===== src/rtl/specialist_kbd.sv =====
// PS/2 keyboard front end for the Specialist PPI: receives scan codes and keeps a 6x12 key matrix plus Shift.
// Optional reverse scan (column return on row select) is enabled by defining SPEC_KBD_REVERSE_EN.
module specialist_kbd #(
    parameter logic [15:0] TIMEOUT_CYC = 16'd50000
) (
    input  logic        clk,
    input  logic        reset,
    input  logic        ps2_clk,
    input  logic        ps2_data,
    input  logic [11:0] col_sel_n,
    output logic [5:0]  row_out_n,
    output logic        shift_n,
    input  logic [5:0]  row_sel_n,
    output logic [11:0] col_out_n
);

    typedef enum logic [1:0] {ST_IDLE, ST_DATA, ST_PARITY, ST_STOP} rx_state_t;

    logic        clk_s1_q, clk_s2_q, clk_s3_q, dat_s1_q, dat_s2_q;
    logic        fall_q, dat_q;
    rx_state_t   state_q;
    logic [2:0]  bit_cnt_q;
    logic [7:0]  shreg_q;
    logic        par_q;
    logic [15:0] tmo_q;
    logic        byte_stb;
    logic        ext_q, rel_q, shl_q, shr_q;
    logic [11:0] key_q [6];
    logic [7:0]  map_w;

    // Returns {valid, row[2:0], col[3:0]} for an {ext, scan code} pair.
    function automatic logic [7:0] key_map(input logic [8:0] code);
        key_map = 8'h00;
        case (code)
            9'h05A: key_map = {1'b1, 3'd0, 4'd0};
            9'h066: key_map = {1'b1, 3'd0, 4'd1};
            9'h029: key_map = {1'b1, 3'd0, 4'd2};
            9'h175: key_map = {1'b1, 3'd0, 4'd3};
            9'h172: key_map = {1'b1, 3'd0, 4'd4};
            9'h16B: key_map = {1'b1, 3'd0, 4'd5};
            9'h174: key_map = {1'b1, 3'd0, 4'd6};
            9'h16C: key_map = {1'b1, 3'd0, 4'd7};
            9'h011: key_map = {1'b1, 3'd0, 4'd8};
            9'h00E: key_map = {1'b1, 3'd0, 4'd9};
            9'h05D: key_map = {1'b1, 3'd0, 4'd10};
            9'h061: key_map = {1'b1, 3'd0, 4'd11};
            9'h052: key_map = {1'b1, 3'd1, 4'd0};
            9'h04C: key_map = {1'b1, 3'd1, 4'd1};
            9'h04A: key_map = {1'b1, 3'd1, 4'd2};
            9'h049: key_map = {1'b1, 3'd1, 4'd3};
            9'h041: key_map = {1'b1, 3'd1, 4'd4};
            9'h03A: key_map = {1'b1, 3'd1, 4'd5};
            9'h031: key_map = {1'b1, 3'd1, 4'd6};
            9'h032: key_map = {1'b1, 3'd1, 4'd7};
            9'h02A: key_map = {1'b1, 3'd1, 4'd8};
            9'h021: key_map = {1'b1, 3'd1, 4'd9};
            9'h022: key_map = {1'b1, 3'd1, 4'd10};
            9'h01A: key_map = {1'b1, 3'd1, 4'd11};
            9'h04B: key_map = {1'b1, 3'd2, 4'd0};
            9'h042: key_map = {1'b1, 3'd2, 4'd1};
            9'h03B: key_map = {1'b1, 3'd2, 4'd2};
            9'h033: key_map = {1'b1, 3'd2, 4'd3};
            9'h034: key_map = {1'b1, 3'd2, 4'd4};
            9'h02B: key_map = {1'b1, 3'd2, 4'd5};
            9'h023: key_map = {1'b1, 3'd2, 4'd6};
            9'h01B: key_map = {1'b1, 3'd2, 4'd7};
            9'h01C: key_map = {1'b1, 3'd2, 4'd8};
            9'h014: key_map = {1'b1, 3'd2, 4'd9};
            9'h058: key_map = {1'b1, 3'd2, 4'd10};
            9'h00D: key_map = {1'b1, 3'd2, 4'd11};
            9'h05B: key_map = {1'b1, 3'd3, 4'd0};
            9'h054: key_map = {1'b1, 3'd3, 4'd1};
            9'h04D: key_map = {1'b1, 3'd3, 4'd2};
            9'h044: key_map = {1'b1, 3'd3, 4'd3};
            9'h043: key_map = {1'b1, 3'd3, 4'd4};
            9'h03C: key_map = {1'b1, 3'd3, 4'd5};
            9'h035: key_map = {1'b1, 3'd3, 4'd6};
            9'h02C: key_map = {1'b1, 3'd3, 4'd7};
            9'h02D: key_map = {1'b1, 3'd3, 4'd8};
            9'h024: key_map = {1'b1, 3'd3, 4'd9};
            9'h01D: key_map = {1'b1, 3'd3, 4'd10};
            9'h015: key_map = {1'b1, 3'd3, 4'd11};
            9'h055: key_map = {1'b1, 3'd4, 4'd0};
            9'h04E: key_map = {1'b1, 3'd4, 4'd1};
            9'h045: key_map = {1'b1, 3'd4, 4'd2};
            9'h046: key_map = {1'b1, 3'd4, 4'd3};
            9'h03E: key_map = {1'b1, 3'd4, 4'd4};
            9'h03D: key_map = {1'b1, 3'd4, 4'd5};
            9'h036: key_map = {1'b1, 3'd4, 4'd6};
            9'h02E: key_map = {1'b1, 3'd4, 4'd7};
            9'h025: key_map = {1'b1, 3'd4, 4'd8};
            9'h026: key_map = {1'b1, 3'd4, 4'd9};
            9'h01E: key_map = {1'b1, 3'd4, 4'd10};
            9'h016: key_map = {1'b1, 3'd4, 4'd11};
            9'h078: key_map = {1'b1, 3'd5, 4'd0};
            9'h009: key_map = {1'b1, 3'd5, 4'd1};
            9'h001: key_map = {1'b1, 3'd5, 4'd2};
            9'h00A: key_map = {1'b1, 3'd5, 4'd3};
            9'h083: key_map = {1'b1, 3'd5, 4'd4};
            9'h00B: key_map = {1'b1, 3'd5, 4'd5};
            9'h003: key_map = {1'b1, 3'd5, 4'd6};
            9'h00C: key_map = {1'b1, 3'd5, 4'd7};
            9'h004: key_map = {1'b1, 3'd5, 4'd8};
            9'h006: key_map = {1'b1, 3'd5, 4'd9};
            9'h005: key_map = {1'b1, 3'd5, 4'd10};
            9'h076: key_map = {1'b1, 3'd5, 4'd11};
            default: key_map = 8'h00;
        endcase
    endfunction

    // Synchronisers idle high so reset never fabricates a falling edge; the edge pulse is registered.
    always_ff @(posedge clk) begin
        if (reset) begin
            clk_s1_q <= 1'b1;
            clk_s2_q <= 1'b1;
            clk_s3_q <= 1'b1;
            dat_s1_q <= 1'b1;
            dat_s2_q <= 1'b1;
            fall_q   <= 1'b0;
            dat_q    <= 1'b1;
        end else begin
            clk_s1_q <= ps2_clk;
            clk_s2_q <= clk_s1_q;
            clk_s3_q <= clk_s2_q;
            dat_s1_q <= ps2_data;
            dat_s2_q <= dat_s1_q;
            fall_q   <= clk_s3_q & ~clk_s2_q;
            dat_q    <= dat_s2_q;
        end
    end

    always_ff @(posedge clk) begin
        if (reset) begin
            state_q   <= ST_IDLE;
            bit_cnt_q <= 3'd0;
            shreg_q   <= 8'h00;
            par_q     <= 1'b0;
            tmo_q     <= 16'd0;
        end else begin
            if (state_q == ST_IDLE || fall_q) tmo_q <= 16'd0;
            else                              tmo_q <= tmo_q + 16'd1;

            if (state_q != ST_IDLE && !fall_q && tmo_q == TIMEOUT_CYC) begin
                state_q <= ST_IDLE;
            end else if (fall_q) begin
                case (state_q)
                    ST_IDLE: begin
                        if (!dat_q) begin
                            state_q   <= ST_DATA;
                            bit_cnt_q <= 3'd0;
                        end
                    end
                    ST_DATA: begin
                        shreg_q   <= {dat_q, shreg_q[7:1]};
                        bit_cnt_q <= bit_cnt_q + 3'd1;
                        if (bit_cnt_q == 3'd7) state_q <= ST_PARITY;
                    end
                    ST_PARITY: begin
                        par_q   <= dat_q;
                        state_q <= ST_STOP;
                    end
                    ST_STOP: state_q <= ST_IDLE;
                endcase
            end
        end
    end

    // Strobe shares the cycle of the stop-bit edge pulse; odd parity over data plus parity bit.
    assign byte_stb = (state_q == ST_STOP) && fall_q && dat_q && (^{shreg_q, par_q});
    assign map_w    = key_map({ext_q, shreg_q});

    always_ff @(posedge clk) begin
        if (reset) begin
            ext_q <= 1'b0;
            rel_q <= 1'b0;
            shl_q <= 1'b0;
            shr_q <= 1'b0;
            for (int r = 0; r < 6; r++) key_q[r] <= 12'h000;
        end else if (byte_stb) begin
            if (shreg_q == 8'hE0) begin
                ext_q <= 1'b1;
            end else if (shreg_q == 8'hF0) begin
                rel_q <= 1'b1;
            end else begin
                if (!ext_q && shreg_q == 8'h12)      shl_q <= ~rel_q;
                else if (!ext_q && shreg_q == 8'h59) shr_q <= ~rel_q;
                else if (map_w[7])                   key_q[map_w[6:4]][map_w[3:0]] <= ~rel_q;
                ext_q <= 1'b0;
                rel_q <= 1'b0;
            end
        end
    end

    assign shift_n = ~(shl_q | shr_q);

    always_comb begin
        for (int r = 0; r < 6; r++) row_out_n[r] = ~|(key_q[r] & ~col_sel_n);
    end

`ifdef SPEC_KBD_REVERSE_EN
    always_comb begin
        for (int c = 0; c < 12; c++) begin
            col_out_n[c] = 1'b1;
            for (int r = 0; r < 6; r++) begin
                if (key_q[r][c] && !row_sel_n[r]) col_out_n[c] = 1'b0;
            end
        end
    end
`else
    logic unused_row_sel;
    assign unused_row_sel = ^row_sel_n;
    assign col_out_n      = 12'hFFF;
`endif

endmodule

===== config.mk =====
export PLATFORM = sky130hd
export DESIGN_NAME = specialist_kbd
export DESIGN_NICKNAME = d
export VERILOG_FILES = /design/src/rtl/specialist_kbd.sv
export SDC_FILE = /design/constraint.sdc
export NUM_CORES = 1
export LEC_CHECK = 0
export ABC_AREA = 1
export CAP_MARGIN = 20
export CORE_MARGIN = 5
export CORE_UTILIZATION = 40
export CTS_BUF_LIST = sky130_fd_sc_hd__clkbuf_16
export DETAILED_ROUTE_END_ITERATION = 12
export PLACE_DENSITY_LB_ADDON = 0.3
export SETUP_SLACK_MARGIN = 0.02
export SLEW_MARGIN = 20
export SYNTH_ARGS = -nofsm -noshare
export SYNTH_HDL_FRONTEND = slang
export SYNTH_SLANG_ARGS = --single-unit

===== constraint.sdc =====
create_clock -name clk -period 2.2 [get_ports clk]
set_input_delay 0.33 -clock clk [delete_from_list [all_inputs] [get_ports clk]]
set_output_delay 0.33 -clock clk [all_outputs]
set_load 0.01 [all_outputs]

==> out/qor.csv, run 1 <==
metric,value,unit
cts_inserted_buffers,17,
final.min_clock_period,2520,ps
hold_path.startpoint,dat_s2_q$_SDFF_PP1_,
place_ws,-531,ps
final_antenna_net_count,0,
grt.met1_usage,24.5,%
postRouteWirelength,20600,µm
cts_hold_buf,0,
postSynthRegisterBits,113,
layout.cells.most_common_list,"sky130_fd_sc_hd__nand2_1 (221), sky130_fd_sc_hd__nor2_1 (131), sky130_fd_sc_hd__buf_4 (114)",
vdd_ir_drop_max,0.595,mV
synth_cells,986,
timing.critical_path.required,2330,ps
total_power,5.19,mW
antenna-diode-count,0,
synth-main-ff-cell,sky130_fd_sc_hd__edfxtp_1,
critical_path.reg2reg.startpoint,shreg_q[2]$_SDFFE_PP0P_,
netlist_area,7040,µm²
worst_ep_arrival_time,2660,ps
yosysSeqAreaShare,42.4,%
totalNegativeSetupSlack,-28560,ps
dieHeight,143,µm
filler_cell_count,1552,
timing_worst_setup_path_type,reg2reg,
whs,402,ps
clock-skew-final,9.46,ps
clock_tree.root_cell,sky130_fd_sc_hd__clkbuf_16,
global_routing_usage_on_met2,34.5,%
grt-busiest-layer,met2,
netSwitchingFraction,23.3,%
port_buffers,22,
maxCapViolations,0,
num_vias,7013,
design_area,9950,µm²
failing_checks,setup timing,
setup_repair_after_global_routing_missed_its_margin,yes,
placed_cells,1328,
cts_max_path_buffers,2,
timing.final.crit_share,115,%
placed_cell_area,8570,µm²
fp.dieArea,20400,µm²
crit_path_max_fanout,6,
core,17300,µm²
die_x,143,µm
total_switching_power,1.21,mW
initialDrtViolationCount,578,
clockPowerShare,48.6,%
p_per_area,522,nW/µm²
setup.worst_path.start,shreg_q[2]$_SDFFE_PP0P_,
power_frac_comb,6.4,%
setup-violations-final,145,
initial_antenna_violation_count,0,
layout_utilization,57.5,%
p_int,3.98,mW
final_cell_count_no_fill,1374,
firstDrtPassIters,5,
largest_net_degree_at_the_start_of_global_routing,36,
area_growth_from_synthesis_to_layout,41.3,%
postSynth.asyncResetShare,0,%
critPathCaptureType,register,
status,"complete, but fails checks",
grt_pass1_wl,32700,µm
flop_pwr_share,44.9,%
drive_gt1_share,33.4,%
place.gp.congestion,1.06,
final.setup.worst_slack,-322,ps
timing_max_transition_violations_final,0,
pin_count,41,
insertion_delay,420,ps
avgSynthCellArea,7.14,µm²
grt_pass1_vias,6783,
grt.overflow.total,0,
finalNetCount,1166,
global_route.usage.met3,4.32,%
max_freq,396,MHz
synth_cell_type_count,45,
cellLeakagePower,4.43,nW
hold_path_class,reg2reg,
avgRoutedWirePerCell,15.0,µm
synth_edf_count,72,
fp-row-count,48,
timing.critical_path.from_type,register,
warnings_synthesis,0,
grt_use_total,20.1,%
most_common_cell_after_layout_fill_and_taps_aside,sky130_fd_sc_hd__nand2_1,
h-tree-depth,4,
timing_hold_violations_final,0,
cts_num_sinks,113,
dp_hpwl,14600,µm
start_util,40.7,%
cts.reportedPaths.clkPinSlew,50,ps
cts_tree,built,
drt_drc_violations_left,0,
drt-vias-per-instance,5.10,
per-layer routing:
metal | up-vias | share of wire [%]
li1 | 3476 | -
met1 | 3234 | 41
met2 | 246 | 50
met3 | 57 | 5.9
met4 | 0 | 2.9
met5 | - | 0
Yosys cell counts (2+ instances only):
| cell | instances | area, µm² |
|---|---|---|
| sky130_fd_sc_hd__inv_2 | 8 | 30.0 |
| sky130_fd_sc_hd__o21ai_0 | 27 | 135 |
| sky130_fd_sc_hd__nand3_2 | 3 | 30.0 |
| sky130_fd_sc_hd__nor2_4 | 3 | 33.8 |
| sky130_fd_sc_hd__ha_1 | 8 | 100 |
| sky130_fd_sc_hd__a21oi_1 | 30 | 150 |
| sky130_fd_sc_hd__inv_1 | 114 | 428 |
| sky130_fd_sc_hd__buf_6 | 5 | 56.3 |
| sky130_fd_sc_hd__dfxtp_1 | 41 | 821 |
| sky130_fd_sc_hd__nor3_2 | 4 | 40.0 |
| sky130_fd_sc_hd__nor2_1 | 181 | 679 |
| sky130_fd_sc_hd__nand4_1 | 11 | 68.8 |
| sky130_fd_sc_hd__a221o_1 | 6 | 60.1 |
| sky130_fd_sc_hd__nand2_4 | 2 | 22.5 |
| sky130_fd_sc_hd__buf_4 | 15 | 113 |
| sky130_fd_sc_hd__o21ai_1 | 5 | 25.0 |
| sky130_fd_sc_hd__edfxtp_1 | 72 | 2160 |
| sky130_fd_sc_hd__buf_2 | 3 | 15.0 |
| sky130_fd_sc_hd__o22ai_1 | 9 | 56.3 |
| sky130_fd_sc_hd__a2111oi_0 | 2 | 17.5 |
| sky130_fd_sc_hd__nor4_1 | 2 | 12.5 |
| sky130_fd_sc_hd__o21a_1 | 2 | 15.0 |
| sky130_fd_sc_hd__nor2_2 | 3 | 18.8 |
| sky130_fd_sc_hd__a221oi_1 | 5 | 43.8 |
| sky130_fd_sc_hd__nor3_1 | 13 | 65.1 |
| sky130_fd_sc_hd__nand2_2 | 3 | 18.8 |
| sky130_fd_sc_hd__clkbuf_1 | 18 | 67.6 |
| sky130_fd_sc_hd__nand3_1 | 91 | 455 |
| sky130_fd_sc_hd__o21ai_4 | 8 | 130 |
| sky130_fd_sc_hd__or2_2 | 6 | 37.5 |
| sky130_fd_sc_hd__nand2_1 | 272 | 1020 |
path summary, 6_finish.rpt:
check | cells after the start | to | slack, ps
setup / recovery | 15 | key_q[1][8]$_SDFFCE_PN0P_ | -320
hold / removal | 1 | dat_q$_SDFF_PP1_ | 400
setup reg to reg | 15 | key_q[1][8]$_SDFFCE_PN0P_ | -320
hold reg to reg | 1 | dat_q$_SDFF_PP1_ | 400
kinds of logic after synthesis:
logic type	after synthesis	synth area share, %
adders and majority gates	8	1.42
AOI/OAI and AO/OA	99	9.61
DFF	113	42.4
buffers and inverters	164	10.1
xor gates and xnor gates	2	0.249
other	1	0.0533
and+or+nand+nor	599	36.2
final cells by class:
type                       count  area, µm²  area share [%]
multi-input combinational    720       4160            41.8
sequential                   113       3020            30.3
timing repair buffer         162       1460            14.7
inverter                     122        484            4.87
clock buffer                  17        425            4.28
tap                          225        282            2.83
clock inverter                15        119            1.19
power groups by stage:
| stage | Sequential, mW | Combinational [mW] | Clock, mW |
|---|---|---|---|
| 6_report | 2.33 | 0.334 | 2.53 |
| 5_1_grt | 2.34 | 0.364 | 2.67 |
| 4_1_cts | 2.34 | 0.327 | 2.56 |
| 3_5_place_dp | 2.38 | 0.305 | 0 |
| 3_3_place_gp | 2.38 | 0.301 | 0 |
| 2_1_floorplan | 2.37 | 0.182 | 0 |
worst max-delay path, cell delays in order (launching register included):
cell                      delay, ps
sky130_fd_sc_hd__dfxtp_4        350
sky130_fd_sc_hd__buf_4          160
sky130_fd_sc_hd__nand2_4         80
sky130_fd_sc_hd__nor2_4          50
sky130_fd_sc_hd__buf_4          160
sky130_fd_sc_hd__o21ai_4        160
sky130_fd_sc_hd__nand2_2         80
sky130_fd_sc_hd__nor2_4         100
sky130_fd_sc_hd__nand2_2         70
sky130_fd_sc_hd__buf_4          140
sky130_fd_sc_hd__nor3_4         130
sky130_fd_sc_hd__nand4_1        150
sky130_fd_sc_hd__nor2_4         220
sky130_fd_sc_hd__buf_6          200
sky130_fd_sc_hd__nand3_1        100
sky130_fd_sc_hd__nand2_1         80
timing repair:
action                                  CTS  global route
endpoints found under the setup margin  150           152
gates cloned                              0             2
pin swaps                                33            19
buffers inserted                         10             2
gates resized for setup                 113           107
flip-flops by register name, indices dropped and copies added, names as in the netlist, 2 cells and up:
signal,flops
shreg_q,8
state_q,2
bit_cnt_q,3
tmo_q,16
key_q,72
No activity file was read; power rests on OpenSTA's default activity.
==> inputs of run 2 (changes only) <==
==> constraint.sdc (replaced) <==
create_clock -name clk -period 2.7 [get_ports clk]
set_input_delay 0.405 -clock clk [delete_from_list [all_inputs] [get_ports clk]]
set_output_delay 0.405 -clock clk [all_outputs]
set_load 0.01 [all_outputs]
==> run 2 against run 1 <==
The run now ends clean. First-iteration DRC count fell by 25%. Worst setup slack better by 450 ps. Non-clock buffer count shrank 32. Final area fell by 8.8%. Core utilization down 5.1 points. Clock skew grew 1.8 ps. Sequential share of layout area rose by 2.8 points. Global-route usage down 0.85 points. Largest cell class unchanged. Highest routed layer unchanged.
==> out/qor.csv, run 2 (synthesized netlist as in run 1, its figures left out) <==
metric,value,unit,change
drt-vias-per-instance,4.96,,was 5.10
drt_drc_violations_left,0,,unchanged
max_flop_register,key_q,,unchanged
cts_num_sinks,113,,unchanged
final.min_clock_period,2570,ps,
final.setup.worst_slack,126,ps,was -322 ps
critical_path.endpoint,row_out_n[2],,was key_q[1][8]$_SDFFCE_PN0P_
placed_cell_area,8180,µm²,was 8570 µm²
avgRoutedWirePerCell,14.3,µm,was 15.0 µm
fp-row-count,48,,unchanged
initialDrtViolationCount,431,,was 578
insertion_delay,420,ps,about the same
start_util,40.7,%,unchanged
fp.dieArea,20400,µm²,unchanged
dp_hpwl,14000,µm,"was 14,600 µm"
critical_path.reg2reg.startpoint,ext_q$_SDFFE_PP0P_,,was shreg_q[2]$_SDFFE_PP0P_
filler_cell_count,1661,,"was 1,552"
drive_gt1_share,22.4,%,was 33.4%
layout_top_registers,"key_q: 72 flops, tmo_q: 16 flops, shreg_q: 8 flops",,unchanged
timing_max_transition_violations_final,0,,unchanged
firstDrtPassIters,6,,was 5
clock_tree.root_cell,sky130_fd_sc_hd__clkbuf_16,,unchanged
grt.overflow.total,0,,unchanged
layout.cells.most_common_list,"sky130_fd_sc_hd__nand2_1 (257), sky130_fd_sc_hd__nor2_1 (156), sky130_fd_sc_hd__inv_1 (109)",,"was sky130_fd_sc_hd__nand2_1 (221), sky130_fd_sc_hd__nor2_1 (131), sky130_fd_sc_hd__buf_4 (114)"
critPathCaptureType,primary output,,was register
cts_max_path_buffers,2,,unchanged
place.gp.congestion,0.935,,was 1.06
timing.critical_path.required,2300,ps,was 2330 ps
worst_ep_arrival_time,2170,ps,was 2660 ps
finalNetCount,1134,,"was 1,166"
cellLeakagePower,4.11,nW,was 4.43 nW
h-tree-depth,4,,unchanged
maxCapViolations,0,,unchanged
antenna-diode-count,0,,unchanged
largest_net_degree_at_the_start_of_global_routing,30,,was 36
cts_tree,built,,unchanged
worst_r2r_path_depth,17,,was 15
placed_cells,1304,,"was 1,328"
clock-skew-final,11.3,ps,was 9.46 ps
die_x,143,µm,unchanged
timing_worst_setup_path_type,in2out,,was reg2reg
tightestPinTransition,531,ps,
place_ws,-207,ps,was -531 ps
timing.critical_path.from_type,input pin,,was register
dieHeight,143,µm,unchanged
reg2reg_slack,130,ps,was -320 ps
design_area,9070,µm²,was 9950 µm²
cts.reportedPaths.clkPinSlew,50,ps,about the same
area_growth_from_synthesis_to_layout,28.8,%,was 41.3%
grt_pass1_wl,30900,µm,"was 32,700 µm"
cts_inserted_buffers,17,,unchanged
largest_register_ffs,72,,unchanged
most_common_cell_after_layout_fill_and_taps_aside,sky130_fd_sc_hd__nand2_1,,unchanged
vdd_ir_drop_max,0.491,mV,was 0.595 mV
postRouteWirelength,19100,µm,"was 20,600 µm"
final_antenna_net_count,0,,unchanged
reg2reg_to,key_q[2][7]$_SDFFCE_PN0P_,,was key_q[1][8]$_SDFFCE_PN0P_
core,17300,µm²,unchanged
initial_antenna_violation_count,0,,unchanged
setup-violations-final,0,,was 145
max_freq,389,MHz,
p_per_area,457,nW/µm²,was 522 nW/µm²
timing.final.crit_share,95.3,%,
setup.worst_path.start,col_sel_n[3],,was shreg_q[2]$_SDFFE_PP0P_
status,completed,,"was complete, but fails checks"
hold_path_class,reg2reg,,unchanged
grt_pass1_vias,6226,,"was 6,783"
max-slew-margin-rel,64.5,%,
pin_count,41,,unchanged
crit_path_max_fanout,4,,was 6
grt_use_total,19.2,%,was 20.1%
port_buffers,22,,unchanged
timing_hold_violations_final,0,,unchanged
num_vias,6649,,"was 7,013"
final_cell_count_no_fill,1340,,"was 1,374"
run 2: cell types whose count changed in the layout (fill, tap and decap cells not counted), moves of 9 or more:
| cell | previous run | this run |
|---|---|---|
| sky130_fd_sc_hd__nand2_1 | 221 | 257 |
| sky130_fd_sc_hd__nand2_2 | 46 | 17 |
| sky130_fd_sc_hd__nor2_1 | 131 | 156 |
| sky130_fd_sc_hd__buf_4 | 114 | 96 |
| sky130_fd_sc_hd__nand3_1 | 61 | 77 |
| sky130_fd_sc_hd__nor2_4 | 23 | 10 |
| sky130_fd_sc_hd__nor2_2 | 33 | 21 |
| sky130_fd_sc_hd__buf_6 | 14 | 5 |
run 2: power by group:
| group | leakage, nW | switching (mW) | total [mW] | internal, mW |
|---|---|---|---|---|
| sequential | 1.03 | 0.0172 | 1.90 | 1.88 |
| clock | 0.252 | 0.775 | 2.01 | 1.23 |
| combinational | 2.82 | 0.141 | 0.237 | 0.0961 |
| total | 4.11 | 0.932 | 4.14 | 3.21 |
run 2: worst min-delay path by stage:
stage                        startpoint  cells after the start  slack (ps)                   to
floorplan           clk_s1_q$_SDFF_PP1_                      1         390  clk_s2_q$_SDFF_PP1_
global placement    dat_s2_q$_SDFF_PP1_                      1         390     dat_q$_SDFF_PP1_
detailed placement  dat_s2_q$_SDFF_PP1_                      1         400     dat_q$_SDFF_PP1_
CTS                 dat_s2_q$_SDFF_PP1_                      1         400     dat_q$_SDFF_PP1_
global route        dat_s2_q$_SDFF_PP1_                      1         420     dat_q$_SDFF_PP1_
finish              dat_s2_q$_SDFF_PP1_                      1         400     dat_q$_SDFF_PP1_
run 2: layout make-up:
cell class / instances / area (µm²) / area share [%]
sequential: 113 / 3010 / 33.1
clock buffer: 17 / 425 / 4.69
clock inverter: 13 / 100 / 1.10
tap: 225 / 282 / 3.10
timing repair buffer: 130 / 1140 / 12.5
inverter: 122 / 458 / 5.05
multi-input combinational: 720 / 3660 / 40.4
run 2: through the flow:
| step | utilization [%] | TNS [ps] | power (mW) | hold WS [ps] |
|---|---|---|---|---|
| after floorplan | - | 0 | 2.08 | 389 |
| after global placement | 47.3 | -352 | 2.17 | 394 |
| after detailed placement | 47.3 | -294 | 2.18 | 396 |
| after CTS | 50.5 | 0 | 4.19 | 403 |
| after global routing | 52.4 | -357 | 4.31 | 422 |
| final | 52.4 | 0 | 4.14 | 404 |
run 2: critical path, cell delays in order:
cell	delay (ps)
sky130_fd_sc_hd__clkdlybuf4s50_1	450
sky130_fd_sc_hd__inv_1	50
sky130_fd_sc_hd__buf_4	140
sky130_fd_sc_hd__a221o_1	350
sky130_fd_sc_hd__nor3_2	200
sky130_fd_sc_hd__clkdlybuf4s50_1	570
run 2: metal layers:
layer | global-route usage, % | wire, µm | vias up
li1 | - | - | 3407
met1 | 24.9 | 8400 | 3031
met2 | 32.9 | 9480 | 179
met3 | 3.45 | 921 | 32
met4 | 5.65 | 343 | 0
met5 | 0 | 0 | -
run 2: what timing repair did:
| item | in CTS | in global routing |
|---|---|---|
| pin swaps | 1 | 14 |
| gates cloned | 0 | 1 |
| buffers inserted | 1 | 4 |
| hold buffers | 0 | 0 |
| endpoints found under the setup margin | 25 | 148 |
| gates resized for setup | 11 | 96 |
==> inputs of run 3 (changes only) <==
--- a/config.mk
+++ b/config.mk
@@ -7,7 +7,6 @@
 export LEC_CHECK = 0
 export ABC_AREA = 1
 export CAP_MARGIN = 20
-export CORE_MARGIN = 5
 export CORE_UTILIZATION = 40
 export CTS_BUF_LIST = sky130_fd_sc_hd__clkbuf_16
 export DETAILED_ROUTE_END_ITERATION = 12
==> run 3 against run 2 <==
The flow now finishes with violations (DRC). Global-route usage is 2.3 points higher. Critical path depth unchanged. Non-clock buffer count is 15 lower. Sequential cell count unchanged. Worst hold slack gained 1.4 ps. Clock power increased by 3%. Critical endpoint is now row_out_n[4]. Via count increased by 0.62%. Critical path type unchanged.
==> out/qor.csv, run 3 (synthesized netlist as in run 1, its figures left out) <==
metric,value,unit,change
p_per_area,475,nW/µm²,was 457 nW/µm²
critPathCaptureType,primary output,,unchanged
largest_net_degree_at_the_start_of_global_routing,27,,was 30
timing_max_transition_violations_final,0,,unchanged
timing.critical_path.from_type,input pin,,unchanged
timing.critical_path.required,2300,ps,about the same
insertion_delay,420,ps,about the same
worst_ep_arrival_time,2210,ps,was 2170 ps
layout.cells.most_common_list,"sky130_fd_sc_hd__nand2_1 (264), sky130_fd_sc_hd__nor2_1 (159), sky130_fd_sc_hd__inv_1 (112)",,"was sky130_fd_sc_hd__nand2_1 (257), sky130_fd_sc_hd__nor2_1 (156), sky130_fd_sc_hd__inv_1 (109)"
flop_pwr_share,44.9,%,was 45.9%
whs,405,ps,was 404 ps
most_common_cell_after_layout_fill_and_taps_aside,sky130_fd_sc_hd__nand2_1,,unchanged
final_antenna_net_count,0,,unchanged
cts_num_sinks,113,,unchanged
pin_count,41,,unchanged
filler_cell_count,1662,,"was 1,661"
max_freq,382,MHz,was 389 MHz
area_growth_from_synthesis_to_layout,26.7,%,was 28.8%
num_vias,6690,,"was 6,649"
status,"complete, but fails checks",,was completed
failing_checks,DRC,,
critical_path.most_common_cell,sky130_fd_sc_hd__clkdlybuf4s50_1,,unchanged
place_ws,-226,ps,was -207 ps
finalNetCount,1119,,"was 1,134"
initial_antenna_violation_count,0,,unchanged
max_flop_register,key_q,,unchanged
cts_tree,built,,unchanged
setup-violations-final,0,,unchanged
fp.dieArea,18100,µm²,"was 20,400 µm²"
setup_repair_after_global_routing_missed_its_margin,yes,,
hold_path_class,reg2reg,,unchanged
fp-row-count,48,,unchanged
start_util,40.9,%,was 40.7%
drt-vias-per-instance,5.04,,was 4.96
dieHeight,135,µm,was 143 µm
total_switching_power,921,µW,was 932 µW
vdd_ir_drop_max,0.475,mV,was 0.491 mV
core,17200,µm²,"was 17,300 µm²"
avgRoutedWirePerCell,13.9,µm,was 14.3 µm
grt.overflow.total,0,,unchanged
final.min_clock_period,2620,ps,was 2570 ps
grt_pass1_vias,6298,,"was 6,226"
drive_gt1_share,19.8,%,was 22.4%
drt_drc_violations_left,1,,was 0
grt_pass1_wl,30200,µm,"was 30,900 µm"
placed_cells,1294,,"was 1,304"
firstDrtPassIters,9,,was 6
die_x,135,µm,was 143 µm
cts_max_path_buffers,2,,unchanged
critical_path.cell_chain,clkdlybuf4s50_1 -> buf_4 -> o21ai_0 -> a221oi_2 -> and3_1 -> clkdlybuf4s50_1,,was clkdlybuf4s50_1 -> inv_1 -> buf_4 -> a221o_1 -> nor3_2 -> clkdlybuf4s50_1
place.gp.congestion,0.924,,was 0.935
dp_hpwl,14200,µm,"was 14,000 µm"
crit_path_max_fanout,5,,was 4
largest_register_ffs,72,,unchanged
h-tree-depth,4,,unchanged
timing_hold_violations_final,0,,unchanged
timing_worst_setup_path_type,in2out,,unchanged
initialDrtViolationCount,423,,was 431
clock-skew-final,9.74,ps,was 11.3 ps
timing.final.crit_share,96.9,%,was 95.3%
cts_inserted_buffers,17,,unchanged
grt_use_total,21.5,%,was 19.2%
max_stage_delay,530,ps,was 570 ps
maxCapViolations,0,,unchanged
port_buffers,22,,unchanged
clock_tree.root_cell,sky130_fd_sc_hd__clkbuf_16,,unchanged
cellLeakagePower,4.02,nW,was 4.11 nW
netSwitchingFraction,21.7,%,was 22.5%
crit_path_top_delay_cell,sky130_fd_sc_hd__clkdlybuf4s50_1,,unchanged
power_frac_comb,5.9,%,was 5.7%
antenna-diode-count,0,,unchanged
final_cell_count_no_fill,1327,,"was 1,340"
final.setup.worst_slack,83.6,ps,was 126 ps
postRouteWirelength,18500,µm,"was 19,100 µm"
cts.reportedPaths.clkPinSlew,50,ps,about the same
clockPowerShare,49.2,%,was 48.4%
layout_top_registers,"key_q: 72 flops, tmo_q: 16 flops, shreg_q: 8 flops",,unchanged
total_power,4.24,mW,was 4.14 mW
p_int,3.32,mW,was 3.21 mW
==> run 3: power by group through the flow <==
stage                     Sequential, mW  Clock [mW]  Combinational [mW]
after global placement              1.94           0               0.239
after global routing                1.91        2.21               0.273
after floorplan                     1.93           0               0.145
final                               1.90        2.08               0.250
after detailed placement            1.94           0               0.242
after CTS                           1.91        2.13               0.244
==> run 3: cell type report <==
type | instances | area [µm²] | share of cell area (%)
clock buffer | 17 | 425 | 4.77
clock inverter | 15 | 129 | 1.44
inverter | 122 | 458 | 5.13
multi-input combinational | 720 | 3590 | 40.3
sequential | 113 | 3000 | 33.6
tap | 225 | 282 | 3.16
timing repair buffer | 115 | 1030 | 11.6
==> run 3: timing repair <==
action / in CTS / in global routing
pin swaps: 1 / 10
setup endpoints to repair: 19 / 146
hold buffers: 0 / 0
gates resized for setup: 7 / 76
buffers inserted: 1 / 0
==> run 3: layer usage <==
metal / up-vias / global-route usage (%) / part of all wire [%]
li1: 3394 / - / -
met5: - / 0 / 0
met4: 0 / 7.49 / 1.4
met3: 23 / 3.75 / 4.9
met2: 180 / 37.6 / 50
met1: 3093 / 26.6 / 44
==> run 3: path summary, 6_finish.rpt <==
kind | start | slack, ps | depth (start not counted) | endpoint
setup / recovery | col_sel_n[10] | 80 | 6 | row_out_n[4]
hold / removal | dat_s2_q$_SDFF_PP1_ | 410 | 1 | dat_q$_SDFF_PP1_
setup reg to reg | shreg_q[4]$_SDFFE_PP0P_ | 150 | 14 | key_q[1][3]$_SDFFCE_PN0P_
hold reg to reg | dat_s2_q$_SDFF_PP1_ | 410 | 1 | dat_q$_SDFF_PP1_
==> run 3: stage by stage <==
| step | TNS [ps] | instance area, µm² | util [%] |
|---|---|---|---|
| floorplan | 0 | 7080 | - |
| global placement | -312 | 8110 | 47.0 |
| detailed placement | -421 | 8110 | 47.0 |
| CTS | -53.5 | 8680 | 50.4 |
| global route | -14.4 | 8920 | 51.8 |
| finish | 0 | 8920 | 51.8 |
==> run 3: critical path, delay by kind of cell <==
family / cells / cell delay, ps
buffers and inverters: 3 / 1230
and+or+nand+nor: 1 / 200
AOI/OAI and AO/OA: 2 / 370
